==> config.mk <==
export PLATFORM = sky130hd
export DESIGN_NAME = wkld_dispatcher
export DESIGN_NICKNAME = d
export VERILOG_FILES = /design/src/rtl/wkld_dispatcher.sv
export SDC_FILE = /design/constraint.sdc
export NUM_CORES = 1
export LEC_CHECK = 0
export ABC_AREA = 1
export BUFFER_PORTS_ARGS = -buffer_cell sky130_fd_sc_hd__buf_2
export CAP_MARGIN = 20
export CORE_AREA = 2 2 402 404
export CTS_CLUSTER_DIAMETER = 30
export DETAILED_ROUTE_END_ITERATION = 6
export DIE_AREA = 0 0 404 406
export MAX_ROUTING_LAYER = met4
export SYNTH_ARGS = -nofsm -noshare
export SYNTH_HDL_FRONTEND = slang
export SYNTH_SLANG_ARGS = --single-unit
==> constraint.sdc <==
create_clock -name clk -period 2.6 [get_ports clk]
set_input_delay 0.52 -clock clk [delete_from_list [all_inputs] [get_ports clk]]
set_output_delay 0.52 -clock clk [all_outputs]
set_load 0.01 [all_outputs]
==> src/rtl/wkld_dispatcher.sv <==
// -----------------------------------------------------------------------------
// wkld_dispatcher
//
// Purpose
//   Accepts one tile descriptor at a time and hands each compute unit (CU) its
//   slice of rows. The tile carries row pointers, a row-to-row map and a list
//   of N_PE+1 workload pointers. CU i owns rows [wkld_ptr[i], wkld_ptr[i+1]),
//   and an empty slice is skipped. The block loads the CUs one per cycle in
//   ascending order, then waits until every loaded CU has reported completion.
//   It then pulses tile_done and is ready for the next tile.
//
// Ports
//   clk, reset    : rising-edge clock, synchronous active-high reset
//   tile_valid    : tile descriptor offered (input)
//   tile_ready    : dispatcher can take a descriptor (output, high in IDLE)
//   tile_data     : descriptor, LSB first:
//                   row_ptrs[(M+1)*DW_ELEIDX], row2row[M*DW_ROWIDX],
//                   wkld_ptr[0..N_PE] each DW_ROWIDX
//   cu_write_en   : one-hot load strobe, one bit per CU
//   cu_data       : shared load bus, LSB first:
//                   row_ptrs, row2row, start, end, upper bits zero.
//                   The bus holds its last value while no strobe is active.
//   cu_done       : per-CU single-cycle completion pulse
//   tile_done     : one-cycle pulse when the tile is finished
//   busy          : high whenever the dispatcher is not IDLE
//   tmo_err       : one-cycle watchdog pulse (always 0 unless the watchdog is built)
//   dbg_state     : current FSM state encoding
//
// Handshake
//   A descriptor transfers on a rising edge where tile_valid && tile_ready.
//   tile_ready does not depend on tile_valid. Once tile_valid is raised, it
//   must stay raised until the transfer happens.
//
// Configuration
//   `define DISPATCH_TIMEOUT_EN builds a WAIT-state watchdog.
//   - The watchdog counts TMO_CYC cycles in WAIT.
//   - If CUs are still outstanding at that point, it pulses tmo_err.
//   - It then drops the outstanding CUs and finishes the tile.
//   Without the macro, no counter is built. WAIT lasts until all CUs are done.
// -----------------------------------------------------------------------------
module wkld_dispatcher #(
    parameter int M         = 16,
    parameter int N_PE      = 4,
    parameter int DW_ROWIDX = 4,
    parameter int DW_ELEIDX = 8,
    parameter int DW_MEM    = 512,
    parameter int TMO_CYC   = 1024
) (
    input  logic              clk,
    input  logic              reset,
    input  logic              tile_valid,
    output logic              tile_ready,
    input  logic [DW_MEM-1:0] tile_data,
    output logic [N_PE-1:0]   cu_write_en,
    output logic [DW_MEM-1:0] cu_data,
    input  logic [N_PE-1:0]   cu_done,
    output logic              tile_done,
    output logic              busy,
    output logic              tmo_err,
    output logic [1:0]        dbg_state
);

    localparam int RP_W   = (M + 1) * DW_ELEIDX;
    localparam int R2R_W  = M * DW_ROWIDX;
    localparam int WP_LSB = RP_W + R2R_W;
    localparam int TILE_W = WP_LSB + (N_PE + 1) * DW_ROWIDX;
    localparam int IDX_W  = (N_PE > 1) ? $clog2(N_PE) : 1;

    typedef enum logic [1:0] {
        S_IDLE     = 2'd0,
        S_DISPATCH = 2'd1,
        S_WAIT     = 2'd2,
        S_DONE     = 2'd3
    } state_t;

    state_t               state_q,   state_d;
    logic [IDX_W-1:0]     pe_idx_q,  pe_idx_d;
    logic [N_PE-1:0]      pending_q, pending_d;
    logic [TILE_W-1:0]    tile_q,    tile_d;
    logic [DW_MEM-1:0]    cu_data_q, cu_data_d;

    logic [DW_ROWIDX-1:0] wk_start;
    logic [DW_ROWIDX-1:0] wk_end;
    logic [DW_MEM-1:0]    payload;
    logic                 strobe;
    logic [N_PE-1:0]      strobe_vec;
    logic                 tmo_fire;

    // Only the low TILE_W bits of the descriptor carry information.
    if (TILE_W < DW_MEM) begin : g_tile_hi
        logic unused_tile_hi;
        assign unused_tile_hi = ^tile_data[DW_MEM-1:TILE_W];
    end

    // Select the workload bounds of the CU being visited. The fixed-index loop
    // keeps every slice constant, which avoids a variable-offset part-select.
    always_comb begin
        wk_start = '0;
        wk_end   = '0;
        for (int i = 0; i < N_PE; i++) begin
            if (pe_idx_q == IDX_W'(i)) begin
                wk_start = tile_q[WP_LSB + i * DW_ROWIDX +: DW_ROWIDX];
                wk_end   = tile_q[WP_LSB + (i + 1) * DW_ROWIDX +: DW_ROWIDX];
            end
        end
    end

    // The load word reuses the descriptor's row_ptrs/row2row prefix unchanged.
    // The selected start/end pair follows it, and the upper bits are zero.
    always_comb begin
        payload                                  = '0;
        payload[WP_LSB-1:0]                      = tile_q[WP_LSB-1:0];
        payload[WP_LSB +: DW_ROWIDX]             = wk_start;
        payload[WP_LSB + DW_ROWIDX +: DW_ROWIDX] = wk_end;
    end

    assign strobe     = (state_q == S_DISPATCH) && (wk_start != wk_end);
    assign strobe_vec = strobe ? (N_PE'(1) << pe_idx_q) : '0;

`ifdef DISPATCH_TIMEOUT_EN
    localparam int TMO_CNT_W = $clog2(TMO_CYC + 1);
    logic [TMO_CNT_W-1:0] tmo_cnt_q, tmo_cnt_d;
`else
    logic unused_tmo_cfg;
    assign unused_tmo_cfg = (TMO_CYC > 0);
`endif

    // Next-state and datapath update.
    // A completion pulse only clears a pending bit that was already set before
    // this cycle. A CU loaded in the current cycle therefore cannot be retired
    // by a cu_done pulse arriving in that same cycle.
    always_comb begin
        state_d   = state_q;
        pe_idx_d  = pe_idx_q;
        tile_d    = tile_q;
        pending_d = (pending_q & ~cu_done) | strobe_vec;
        cu_data_d = strobe ? payload : cu_data_q;
        tmo_fire  = 1'b0;
`ifdef DISPATCH_TIMEOUT_EN
        tmo_cnt_d = tmo_cnt_q;
`endif
        case (state_q)
            S_IDLE: begin
                if (tile_valid) begin
                    tile_d   = tile_data[TILE_W-1:0];
                    pe_idx_d = '0;
                    state_d  = S_DISPATCH;
                end
            end
            S_DISPATCH: begin
                if (pe_idx_q == IDX_W'(N_PE - 1)) begin
                    pe_idx_d  = '0;
                    state_d   = S_WAIT;
`ifdef DISPATCH_TIMEOUT_EN
                    tmo_cnt_d = '0;
`endif
                end else begin
                    pe_idx_d = pe_idx_q + 1'b1;
                end
            end
            S_WAIT: begin
`ifdef DISPATCH_TIMEOUT_EN
                tmo_cnt_d = tmo_cnt_q + 1'b1;
                // This is the TMO_CYC-th WAIT cycle. If CUs are still outstanding,
                // give up on them.
                if ((pending_d != '0) && (tmo_cnt_q == TMO_CNT_W'(TMO_CYC - 1))) begin
                    tmo_fire  = 1'b1;
                    pending_d = '0;
                end
`endif
                // The check uses the post-completion view. A tile whose last
                // done arrives now (or an all-empty tile) finishes next cycle.
                if (pending_d == '0) begin
                    state_d = S_DONE;
                end
            end
            S_DONE: begin
                state_d = S_IDLE;
            end
            default: begin
                state_d = S_IDLE;
            end
        endcase
    end

    always_ff @(posedge clk) begin
        if (reset) begin
            state_q   <= S_IDLE;
            pe_idx_q  <= '0;
            pending_q <= '0;
            tile_q    <= '0;
            cu_data_q <= '0;
        end else begin
            state_q   <= state_d;
            pe_idx_q  <= pe_idx_d;
            pending_q <= pending_d;
            tile_q    <= tile_d;
            cu_data_q <= cu_data_d;
        end
    end

`ifdef DISPATCH_TIMEOUT_EN
    always_ff @(posedge clk) begin
        if (reset) begin
            tmo_cnt_q <= '0;
        end else begin
            tmo_cnt_q <= tmo_cnt_d;
        end
    end
    assign tmo_err = !reset && tmo_fire;
`else
    assign tmo_err = 1'b0;
`endif

    // Outputs are forced quiet while reset is high. This holds even in the
    // cycle where reset rises mid-dispatch, before the state register has been
    // cleared.
    assign tile_ready  = !reset && (state_q == S_IDLE);
    assign busy        = !reset && (state_q != S_IDLE);
    assign tile_done   = !reset && (state_q == S_DONE);
    assign cu_write_en = reset ? '0 : strobe_vec;
    assign cu_data     = reset ? '0 : cu_data_d;
    assign dbg_state   = state_q;

endmodule

[Word level (Yosys, flattened, before mapping)]
Cells that the tools add are included.
Word-level totals
  bits of input ports: 519
  word-level logic and storage cells: 52
  output and inout port bits: 522
  bits in registers: 740
Cells by class
  multiplexer cells: 19
  shift operators: 1
  reductions and logical operators: 13
  equality and inequality tests: 10
  add/sub/neg operators: 1
  bitwise operators: 3
Operator list (count)
  2-to-1 mux 512 bit: 2
  2-to-1 mux 4 bit: 10
  2-to-1 mux 2 bit: 5
  equality test 2 bit (second input constant): 4
  one-hot mux 2 bit (4 select lines): 1
  != test 2 bit (second input constant): 3
  bitwise AND 4 bit: 1
  equality test 2 x 1 -> 1 bit (second input constant): 2
  logical AND 1 bit: 4
  logical NOT 2 bit: 2
  logical NOT 4 bit: 1
  != test 4 bit: 1
  NOT 4 bit: 1
  bitwise OR 4 bit: 1
  one-hot mux 2 bit (2 select lines): 1
  AND reduction 2 bit: 2
  nonzero test 2 bit: 2
  left shift 1 x 2 -> 4 bit (first input constant): 1
  AND reduction 3 bit: 1
  adder 2 x 1 -> 2 bit (second input constant): 1
  logical NOT 1 bit: 1

[Logic depth before layout (Yosys ltp)]
Gate-level depths: netlist of the first run.
  depth in word-level cells: 12
  gate-level depth with buffers: 22
  depth with buffers taken out: 21

[Least setup slack after synthesis of the first run]
Ideal clock, no wire load.
  kind: register to output
  start: register pe_idx_q[0]
  end: output port cu_data[195]
  data required time: 2.080 ns
  setup slack: 0.035 ns
  stages on the path, launching flop included: 17
  path buffers: 3
  data arrival time: 2.045 ns
  cells stage by stage: dfxtp_1 > inv_1 > ha_1 > buf_4 > a21oi_1 > nand2_1 > nand2_1 > inv_2 > nand2_1 > nand2_1 > nor2_2 > nand2_4 > nand2_4 > buf_4 > buf_2 > o21ai_0 > nor2_1
Between the ends
  longest elaborated chain between the ends: 9
  elaborated cells between the ends (all ways): 16
  those cells by class: 4 x eq/ne; 10 x mux; 2 x reduce/logical
Ends and longest elaborated chain
  start: declaration: line 77  | logic [IDX_W-1:0] pe_idx_q, pe_idx_d;
  start signal: assignment: line 195  | pe_idx_q <= pe_idx_d;
  logical NOT 2 bit: line 101  | if (pe_idx_q == IDX_W'(i)) begin
  2-to-1 mux 4 bit (4 in a row): line 101
  != test 4 bit (*): line 117  | assign strobe = (state_q == S_DISPATCH) && (wk_start != wk_end);
  logical AND 1 bit (*): line 117
  2-to-1 mux 512 bit (*): line 137  | cu_data_d = strobe ? payload : cu_data_q;
  2-to-1 mux 512 bit (*): line 222  | assign cu_data = reset ? '0 : cu_data_d;
  end: declaration: line 55  | output logic [DW_MEM-1:0] cu_data,
Mark *: on every way between the ends. The rest lies on a longest branch, timed or not.

[Final worst setup path of the first run]
  start: register pe_idx_q[1]
  end: output port cu_data[157]
The elaborated chain is that of the path after synthesis.

==> results.cfg, run 1 <==
[synth]
yosysWarnings = 0
synth.area.top_cells = dfxtp_1, nor2_1, o21ai_0, nand2_1, clkbuf_1
synth_edf_count = 0
synth.most_common_cell = nor2_1
ys_ff_latch = 740
syn-num-nets = 3531
syn_area_sq_um = 24200
synth.top_cells.by_count = nor2_1, dfxtp_1, o21ai_0
synthCells = 3004
yosys_most_used_dff = dfxtp_1
yosysTopAreaCellShare_pct = 61.1
synth_area_per_cell_sq_um = 8.07
async_flop_share_pct = 0
ys_seq_area_share_pct = 61.1
yosysTopAreaCell = dfxtp_1
synthDistinctLibCells = 26

[clock_tree]
clockBufferDepth = 3
cts_inserted_buffers = 165
clock_latency_ns = 0.79
root_buffer = clkbuf_16
cts-htree-levels = 4
path_clk_slew_ns = 0.04
clock_sinks = 740
tritoncts = done

[placed_design]
dp_hpwl_um = 63800
dpl.cell_count = 5748
routabilityCongestion = 0.843
placed_area_sq_um = 31000
dp_slack_ns = -0.592
portBuffers = 747

[floorplan]
die_y_um = 406
num_rows = 147
die_w_um = 404
core_sq_um = 160000
ioPinCount = 1041
start_util_pct = 15.2
die_area_sq_um = 164000

[global_routing]
grt_max_degree = 101
grt_pass1_vias = 22800
antenna_found_initial = 21
grt_overflow = 0
grt_usage_pct = 11.4
grt_pass1_wl_um = 137000

[drt]
drc = 0
vias = 23700
postRouteAntennaNets = 0
viasPerCell = 3.75
drtIter0Drc = 1591
drt-total-wl_um = 96800
dr.pass1.iters = 7
wl_per_cell_um = 15.3

[sta]
relSlewSlack_pct = 57.7
setup_viol = 517
fmaxAchievable_ghz = 0.261
drv_slew = 0
rsz0062_at_grt = yes
period_minus_slack_ns = 3.83
fin_skew_ns = 0.0581
finalSetupTns_ns = -563.49
layout_worst_path_cycle_share_pct = 147
worst_pin_slew_ns = 0.629
setup_ws_ns = -1.23
hold_viol_final = 0

[power_and_ir_drop]
irDropWorstVdd_v = 0.000797
powerDensity_nw_per_um2 = 1310
power_leakage_uw = 0.0178

[worst_setup_path]
crit_top_cell = nand2_1
rr_worst_depth = 19
crit_path_end_kind = output pin
slowest_delay_ns = 0.33
worstSetupStartpointType = flip-flop
r2r_slack_ns = -0.05
timing.rr.end = cu_data_q[55]
crit_chain = buf_6 -> ha_4 -> buf_6 -> a21oi_2 -> nand2_1 -> a21oi_2 -> nand2_1 -> nand2_1 -> nand2_2 -> inv_2 -> nand2_4 -> nand2_8 -> buf_16 -> bufbuf_16 -> o21ai_0 -> nor2_1 -> buf_2
timing.rr.start = pe_idx_q[1]
crit_buf_inv = 6
cp_slowest_cell = dfxtp_2
crit_type = reg2out
critPathRequiredTime_ns = 2.08
cp_data_arrival_time_ns = 3.31
crit_family = buffers and inverters
crit_fanout = 11

[outcome]
outcome = complete, but fails checks
violations = setup timing

[final_layout]
final_layout_size_suffix_gt1_share_pct = 32.3
nets = 4598
fillCellCount = 16900
multi_input_comb_area_sq_um = 8730
syn_to_final_growth_pct = 66.3
seq_area_sq_um = 14800
post-route-cell-area_sq_um = 40300
final_cell_count_no_fill = 6313

[min_path]
hold_path_class = in2reg
holdPathEnd = tile_q[51]
min-delay-start = tile_data[51]
whs_path_depth = 3

[flow_run]
drv_cap = 0
timing repair:
| action | CTS | global route |
|---|---|---|
| buffers inserted | 26 | 20 |
| resized for setup | 134 | 136 |
| endpoints found under the setup margin | 518 | 566 |
| gates cloned | 12 | 7 |
| hold buffers | 180 | 0 |
| endpoints found under the hold margin | 180 | 0 |
| pin swaps | 23 | 35 |
cell type report:
cell class,count,share of cell area [%]
Tap cell,2086,6.47
Clock buffer,216,11.4
Antenna cell,16,0.0993
Timing Repair Buffer,1112,20.0
Sequential cell,740,36.8
Timing Repair inverter,2,0.0900
Clock inverter,91,3.11
Multi-Input combinational cell,2016,21.7
Inverter,34,0.431
per-stage QoR:
step                utilization, %  total power, uW  hold WS (ns)
finish                        25.3            53000        0.0824
global route                  25.2            55900        0.0476
CTS                           24.8            52500       0.00214
detailed placement            19.4            28600         0.426
global placement              19.4            28400         0.425
floorplan                        -            22700         0.444
per-layer routing:
metal  vias up  track usage, %  wire length, um
met3       194            3.93             7520
met5         -               -                0
met2       917            17.3            43800
met4         0            5.04             3070
li1      11700               -                -
met1     10900            13.6            42400
cell usage in the layout (no fill, tap or decap), types with 3 or more instances in the layout:
| cell | count |
|---|---|
| nor2_2 | 84 |
| clkinv_4 | 14 |
| nand2_2 | 4 |
| clkbuf_8 | 27 |
| inv_2 | 7 |
| nand2_1 | 362 |
| ha_1 | 4 |
| o21ai_2 | 8 |
| buf_6 | 28 |
| buf_8 | 4 |
| inv_6 | 11 |
| inv_1 | 21 |
| inv_8 | 3 |
| o21ai_1 | 45 |
| clkinvlp_4 | 16 |
| clkbuf_16 | 171 |
| clkbuf_1 | 24 |
| o21ai_0 | 377 |
| buf_12 | 35 |
| diode_2 | 16 |
| nand3_1 | 13 |
| inv_16 | 4 |
| clkinv_16 | 10 |
| bufinv_16 | 15 |
| clkinv_2 | 21 |
| buf_2 | 715 |
| buf_4 | 126 |
| a21oi_2 | 8 |
| buf_16 | 16 |
| nor2_1 | 1058 |
| dfxtp_1 | 738 |
| a21oi_1 | 25 |
| nor2_4 | 13 |
| dlygate4sd3_1 | 180 |
| ha_4 | 3 |
sequential cells by signal, summed over array words and instances, names as in the netlist:
name	count
tile_q	220
pe_idx_q	2
dbg_state	2
cu_data_q	512
pending_q	4
how the worst max path moves through the flow:
stage / from / end / slack (ns) / cells after the start
final: pe_idx_q[1] / cu_data[157] / -1.23 / 17
after floorplan: pe_idx_q[0] / cu_data[195] / 0.03 / 16
after global routing: pe_idx_q[1] / cu_data[129] / -1.43 / 19
after global placement: pe_idx_q[0] / cu_data[63] / -0.66 / 19
after detailed placement: pe_idx_q[1] / cu_data[55] / -0.59 / 18
after CTS: pe_idx_q[1] / cu_data[51] / -1.32 / 19
where the power goes:
group	total [uW]	internal [uW]	switching [uW]
Clock	21200	14100	7150
Sequential	15000	13900	1140
Combinational	16700	6830	9890
Total	53000	34800	18200
cell families after synthesis:
family          Yosys count  share of synthesized area (%)
flops                   740                           61.1
compound gates          468                           9.76
other cells               1                         0.0155
fa+ha+maj                 8                          0.413
buf+inv                 248                           4.69
simple gates           1539                           24.0
tightest hold or removal path, delay by kind of cell:
kind	cells	cell delay (ns)
compound gates	1	0.13
simple gates	1	0.10
buf+inv	1	0.07
(Power assumes the default switching activity.)
==> run 2, diff against run 1 <==
--- a/config.mk
+++ b/config.mk
@@ -8,10 +8,10 @@
 export ABC_AREA = 1
 export BUFFER_PORTS_ARGS = -buffer_cell sky130_fd_sc_hd__buf_2
 export CAP_MARGIN = 20
-export CORE_AREA = 2 2 402 404
+export CORE_AREA = 2 2 408 410
 export CTS_CLUSTER_DIAMETER = 30
 export DETAILED_ROUTE_END_ITERATION = 6
-export DIE_AREA = 0 0 404 406
+export DIE_AREA = 0 0 410 412
 export MAX_ROUTING_LAYER = met4
 export SYNTH_ARGS = -nofsm -noshare
 export SYNTH_HDL_FRONTEND = slang
==> constraint.sdc (replaced) <==
create_clock -name clk -period 3.5 [get_ports clk]
set_input_delay 0.7 -clock clk [delete_from_list [all_inputs] [get_ports clk]]
set_output_delay 0.7 -clock clk [all_outputs]
set_load 0.01 [all_outputs]
==> results.cfg, run 2 (synthesis results as in run 1) <==
[outcome]
outcome = complete, but fails checks
violations = setup timing

[final_layout]
final_cell_mix = nor2_1, dfxtp_1, buf_2, nand2_1, o21ai_0
nets = 4452
top_regs = cu_data_q: 512 flops, tile_q: 220 flops, pending_q: 4 flops
max_flop_register = cu_data_q
syn_to_final_growth_pct = 70.4
final_layout_size_suffix_gt1_share_pct = 40.0
final_util_pct = 25.1
post-route-cell-area_sq_um = 41300
largest_reg_flops = 512
mostFrequentLayoutCell = nor2_1

[placed_design]
placed_area_sq_um = 30800
dp_hpwl_um = 60300
routabilityCongestion = 0.826
dp_slack_ns = -0.0377
portBuffers = 747

[flow_run]
drv_cap = 0

[global_routing]
grt_pass1_wl_um = 134000
grt_use_met3_pct = 3.81
antenna_found_initial = 20
grt_max_degree = 107
grt_use_met1_pct = 13.1
top_usage_layer = met2
grt_usage_pct = 10.9
grt_overflow = 0
grt_pass1_vias = 22200
use_met2_pct = 16.1

[worst_setup_path]
crit_type = reg2out
cp_data_arrival_time_ns = 3.50
critPathRequiredTime_ns = 2.80
crit_path_end_kind = output pin
crit_fanout = 14
worstSetupStartpointType = flip-flop

[sta]
worst_pin_slew_ns = 0.752
period_minus_slack_ns = 4.20
drv_slew = 0
rsz0062_at_grt = yes
setup_viol = 517
hold_viol_final = 0
layout_worst_path_cycle_share_pct = 120
relSlewSlack_pct = 49.9
fin_skew_ns = 0.0733
fmaxAchievable_ghz = 0.238
setup_ws_ns = -0.700

[floorplan]
die_w_um = 410
start_util_pct = 14.8
die_area_sq_um = 169000
core_sq_um = 164000
ioPinCount = 1041
die_y_um = 412
num_rows = 149

[clock_tree]
clockBufferDepth = 3
cts-htree-levels = 4
tritoncts = done
clock_latency_ns = 0.82
root_buffer = clkbuf_16
cts_inserted_buffers = 166
clock_sinks = 740
path_clk_slew_ns = 0.04

[drt]
postRouteAntennaNets = 0
dr.pass1.iters = 5
drtIter0Drc = 1274
vias = 23300
viasPerCell = 3.72
drt-total-wl_um = 95600
wl_per_cell_um = 15.3
drc = 0

[power_and_ir_drop]
irDropWorstVdd_v = 0.000570
power_leakage_uw = 0.0177
total_power_uw = 42800
powerDensity_nw_per_um2 = 1040

[min_path]
hold_path_class = in2reg
## run 2: changes by cell type in the layout (fill, tap and decap cells not counted), sizes merged
cell / delta
dlygate4sd3: -180
buf: +29
clkbuf: -15
bufinv: +12
clkinvlp: +6
clkinv: +2
diode: -2
bufbuf: -1
## run 2: final timing paths
check,start,to,slack [ns],cells past startpoint
hold / removal,tile_data[111],tile_q[111],0.14,3
setup reg to reg,pe_idx_q[1],cu_data_q[34],-0.69,33
setup / recovery,pe_idx_q[1],cu_data[167],-0.70,19
hold reg to reg,cu_data_q[249],cu_data_q[249],0.43,2
## run 2: layout make-up
| cell class | count | area, sq um |
|---|---|---|
| sequential | 740 | 14800 |
| clock buffer | 197 | 4490 |
| multi-input combinational | 2016 | 9980 |
| fill | 17400 | 123000 |
| tap | 2189 | 2740 |
| antenna | 14 | 35.0 |
| inverter | 34 | 186 |
| timing repair inverter | 3 | 61.3 |
| timing repair buffer | 964 | 7290 |
| clock inverter | 110 | 1700 |
## run 2: critical path, cell delays in order, from the launching register on
cell and delay (ns):
dfxtp_2 0.33, buf_6 0.12, ha_4 0.19, buf_8 0.14, a21oi_2 0.13, nand2_1 0.08, nand2_1 0.08, nand2_2 0.07
nand2_1 0.12, nand2_2 0.08, nand2_2 0.08, inv_2 0.04, nand2_4 0.08, nand2_8 0.09, buf_12 0.16, buf_4 0.14
buf_16 0.15, o21ai_0 0.34, nor2_2 0.10, buf_2 0.16
## run 2: through the flow
stage,hold slack (ns),setup TNS [ns],std cells
6_report,0.143,-296.15,6267
5_1_grt,0.0908,-402.04,6267
4_1_cts,0.0549,-285.49,6221
3_5_place_dp,0.427,-0.357,5835
3_3_place_gp,0.424,-0.0676,5835
2_1_floorplan,0.444,0,3004
## run 2: repair_timing
action / in CTS / in global routing
setup endpoints to repair: 516 / 517
pin swaps: 64 / 46
cloned: 19 / 12
hold buffers: 0 / 0
resized for setup: 327 / 485
endpoints found under the hold margin: 0 / 0
setup buffers: 62 / 23
## run 2: report_power, final
group          internal [uW]  total (uW)  switching (uW)
logic                   6350       14900            8520
clock network          11300       16700            5450
registers              10300       11200             900
## run 2: routing by layer
| layer | part of all wire [%] | vias up | routed length [um] |
|---|---|---|---|
| met5 | 0 | - | 0 |
| met4 | 4.0 | 0 | 3810 |
| met3 | 8.2 | 247 | 7870 |
| met2 | 45 | 882 | 43100 |
| met1 | 43 | 10800 | 40800 |
| li1 | - | 11400 | - |
==> run 3, diff against run 2 <==
--- a/config.mk
+++ b/config.mk
@@ -7,12 +7,13 @@
 export LEC_CHECK = 0
 export ABC_AREA = 1
 export BUFFER_PORTS_ARGS = -buffer_cell sky130_fd_sc_hd__buf_2
-export CAP_MARGIN = 20
+export CAP_MARGIN = 25
 export CORE_AREA = 2 2 408 410
 export CTS_CLUSTER_DIAMETER = 30
 export DETAILED_ROUTE_END_ITERATION = 6
 export DIE_AREA = 0 0 410 412
 export MAX_ROUTING_LAYER = met4
+export PLACE_DENSITY = 0.45
 export SYNTH_ARGS = -nofsm -noshare
 export SYNTH_HDL_FRONTEND = slang
 export SYNTH_SLANG_ARGS = --single-unit
==> results.cfg, run 3 (synthesis results as in run 1) <==
[outcome]
outcome = complete, but fails checks
violations = setup timing

[final_layout]
syn_to_final_growth_pct = 78.7
largest_reg_flops = 512
mostFrequentLayoutCell = nor2_1
post-route-cell-area_sq_um = 43300
final_layout_size_suffix_gt1_share_pct = 39.8
nets = 4488
top_regs = cu_data_q: 512 flops, tile_q: 220 flops, pending_q: 4 flops
final_cell_mix = nor2_1, dfxtp_1, buf_2, o21ai_0, nand2_1
max_flop_register = cu_data_q

[worst_setup_path]
rr_worst_depth = 23
crit_path_end_kind = output pin
crit_type = reg2out
crit_end = cu_data[38]
cp_data_arrival_time_ns = 3.35
worstSetupStartpointType = flip-flop
r2r_slack_ns = 0.46
crit_buf_inv = 8
critPathRequiredTime_ns = 2.80
timing.rr.start = pe_idx_q[0]
crit_top_cell = buf_4
timing.rr.end = dbg_state[1]
crit_family = buffers and inverters
cp.depth = 18
slowest_delay_ns = 0.33
crit_fanout = 7
crit_path_start = pe_idx_q[1]
crit_chain = buf_6 -> ha_4 -> buf_8 -> a21oi_4 -> buf_4 -> a21oi_2 -> nand2_1 -> nand2_1 -> nor2_2 -> nand2_4 -> nand2_8 -> buf_4 -> buf_12 -> clkbuf_16 -> o21ai_1 -> nor2_1 -> buf_4 -> buf_4
cp_slowest_cell = dfxtp_2

[clock_tree]
tritoncts = done
clockBufferDepth = 3
cts_inserted_buffers = 196
root_buffer = clkbuf_16
path_clk_slew_ns = 0.04
clock_sinks = 740
clock_latency_ns = 0.81
cts-htree-levels = 4

[global_routing]
grt_pass1_wl_um = 137000
antenna_found_initial = 25
grt_max_degree = 147
grt_usage_pct = 11.1
grt_pass1_vias = 22000
grt_overflow = 0

[drt]
drc = 0
wl_per_cell_um = 15.6
vias = 23000
viasPerCell = 3.62
drt-total-wl_um = 98900
dr.pass1.iters = 5
postRouteAntennaNets = 0
drtIter0Drc = 1046

[sta]
setup_ws_ns = -0.553
drv_slew = 0
layout_worst_path_cycle_share_pct = 116
rsz0062_at_grt = yes
worst_pin_slew_ns = 0.724
fmaxAchievable_ghz = 0.247
relSlewSlack_pct = 51.7
setup_viol = 516
hold_viol_final = 0
period_minus_slack_ns = 4.05
fin_skew_ns = 0.0533

[floorplan]
num_rows = 149
die_area_sq_um = 169000
start_util_pct = 14.8
core_sq_um = 164000
die_y_um = 412
die_w_um = 410
ioPinCount = 1041

[power_and_ir_drop]
power_leakage_uw = 0.0183
powerDensity_nw_per_um2 = 1050
irDropWorstVdd_v = 0.000676
total_power_uw = 45300

[flow_run]
drv_cap = 0

[placed_design]
dp_hpwl_um = 64300
portBuffers = 747
routabilityCongestion = 0.822
placed_area_sq_um = 31200
dp_slack_ns = -0.103

[min_path]
hold_path_class = in2reg
[run 3: cell count changes in the layout (fill, tap and decap cells not counted), sizes merged]
cell,before,now
nand2,369,370
buf,953,948
bufbuf,1,0
clkinv,49,61
diode,14,20
clkinvlp,22,13
inv,49,38
clkbuf,207,280
bufinv,27,33
[run 3: cell type report]
class                           instances  area [sq um]
Antenna cell                           20          50.0
Clock inverter                        109          1690
Sequential cell                       740         14800
Fill cell                           17700        121000
Timing Repair inverter                  2          38.8
Multi-Input combinational cell       2017         10100
Inverter                               34           179
Clock buffer                          258          5520
Timing Repair Buffer                  970          8210
Tap cell                             2189          2740
[run 3: worst min-delay path, stage by stage]
cell     delay (ns)
buf_2          0.07
o21ai_0        0.07
nor2_1         0.07
[run 3: how the worst min path moves through the flow]
| stage | start | end | slack (ns) | depth (start not counted) |
|---|---|---|---|---|
| finish | tile_data[21] | tile_q[21] | 0.14 | 3 |
| global route | tile_data[20] | tile_q[20] | 0.08 | 3 |
| CTS | tile_data[21] | tile_q[21] | 0.05 | 3 |
| detailed placement | cu_data_q[486] | cu_data_q[486] | 0.43 | 2 |
| global placement | cu_data_q[304] | cu_data_q[304] | 0.42 | 2 |
| floorplan | tile_q[206] | tile_q[206] | 0.44 | 2 |
[run 3: report_power, final]
part / switching, uW / internal [uW] / leakage [uW]
registers: 719 / 10300 / 0.00604
logic: 8620 / 6530 / 0.00877
clock network: 5650 / 13500 / 0.00351
total: 15000 / 30300 / 0.0183
[run 3: repair_timing]
action	CTS	global route
gates cloned	19	26
hold buffers	0	0
endpoints found under the setup margin	516	516
gates resized for setup	415	505
pin swaps	73	36
buffers inserted	35	22
[run 3: routing by layer]
metal / track usage (%) / share of wire (%)
met5: - / 0
met4: 4.87 / 3.2
met3: 4.44 / 8.1
met2: 16.4 / 45
met1: 13.4 / 44
[run 3: through the flow]
stage / TNS, ns / cells / hold slack (ns) / utilization [%]
after detailed placement: -6.43 / 5862 / 0.426 / 19.0
after CTS: -307.03 / 6280 / 0.0455 / 24.8
after global routing: -364.00 / 6336 / 0.0825 / 26.4
final: -229.63 / 6339 / 0.143 / 26.4
after floorplan: 0 / 3004 / 0.444 / -
after global placement: -0.968 / 5862 / 0.422 / 19.0
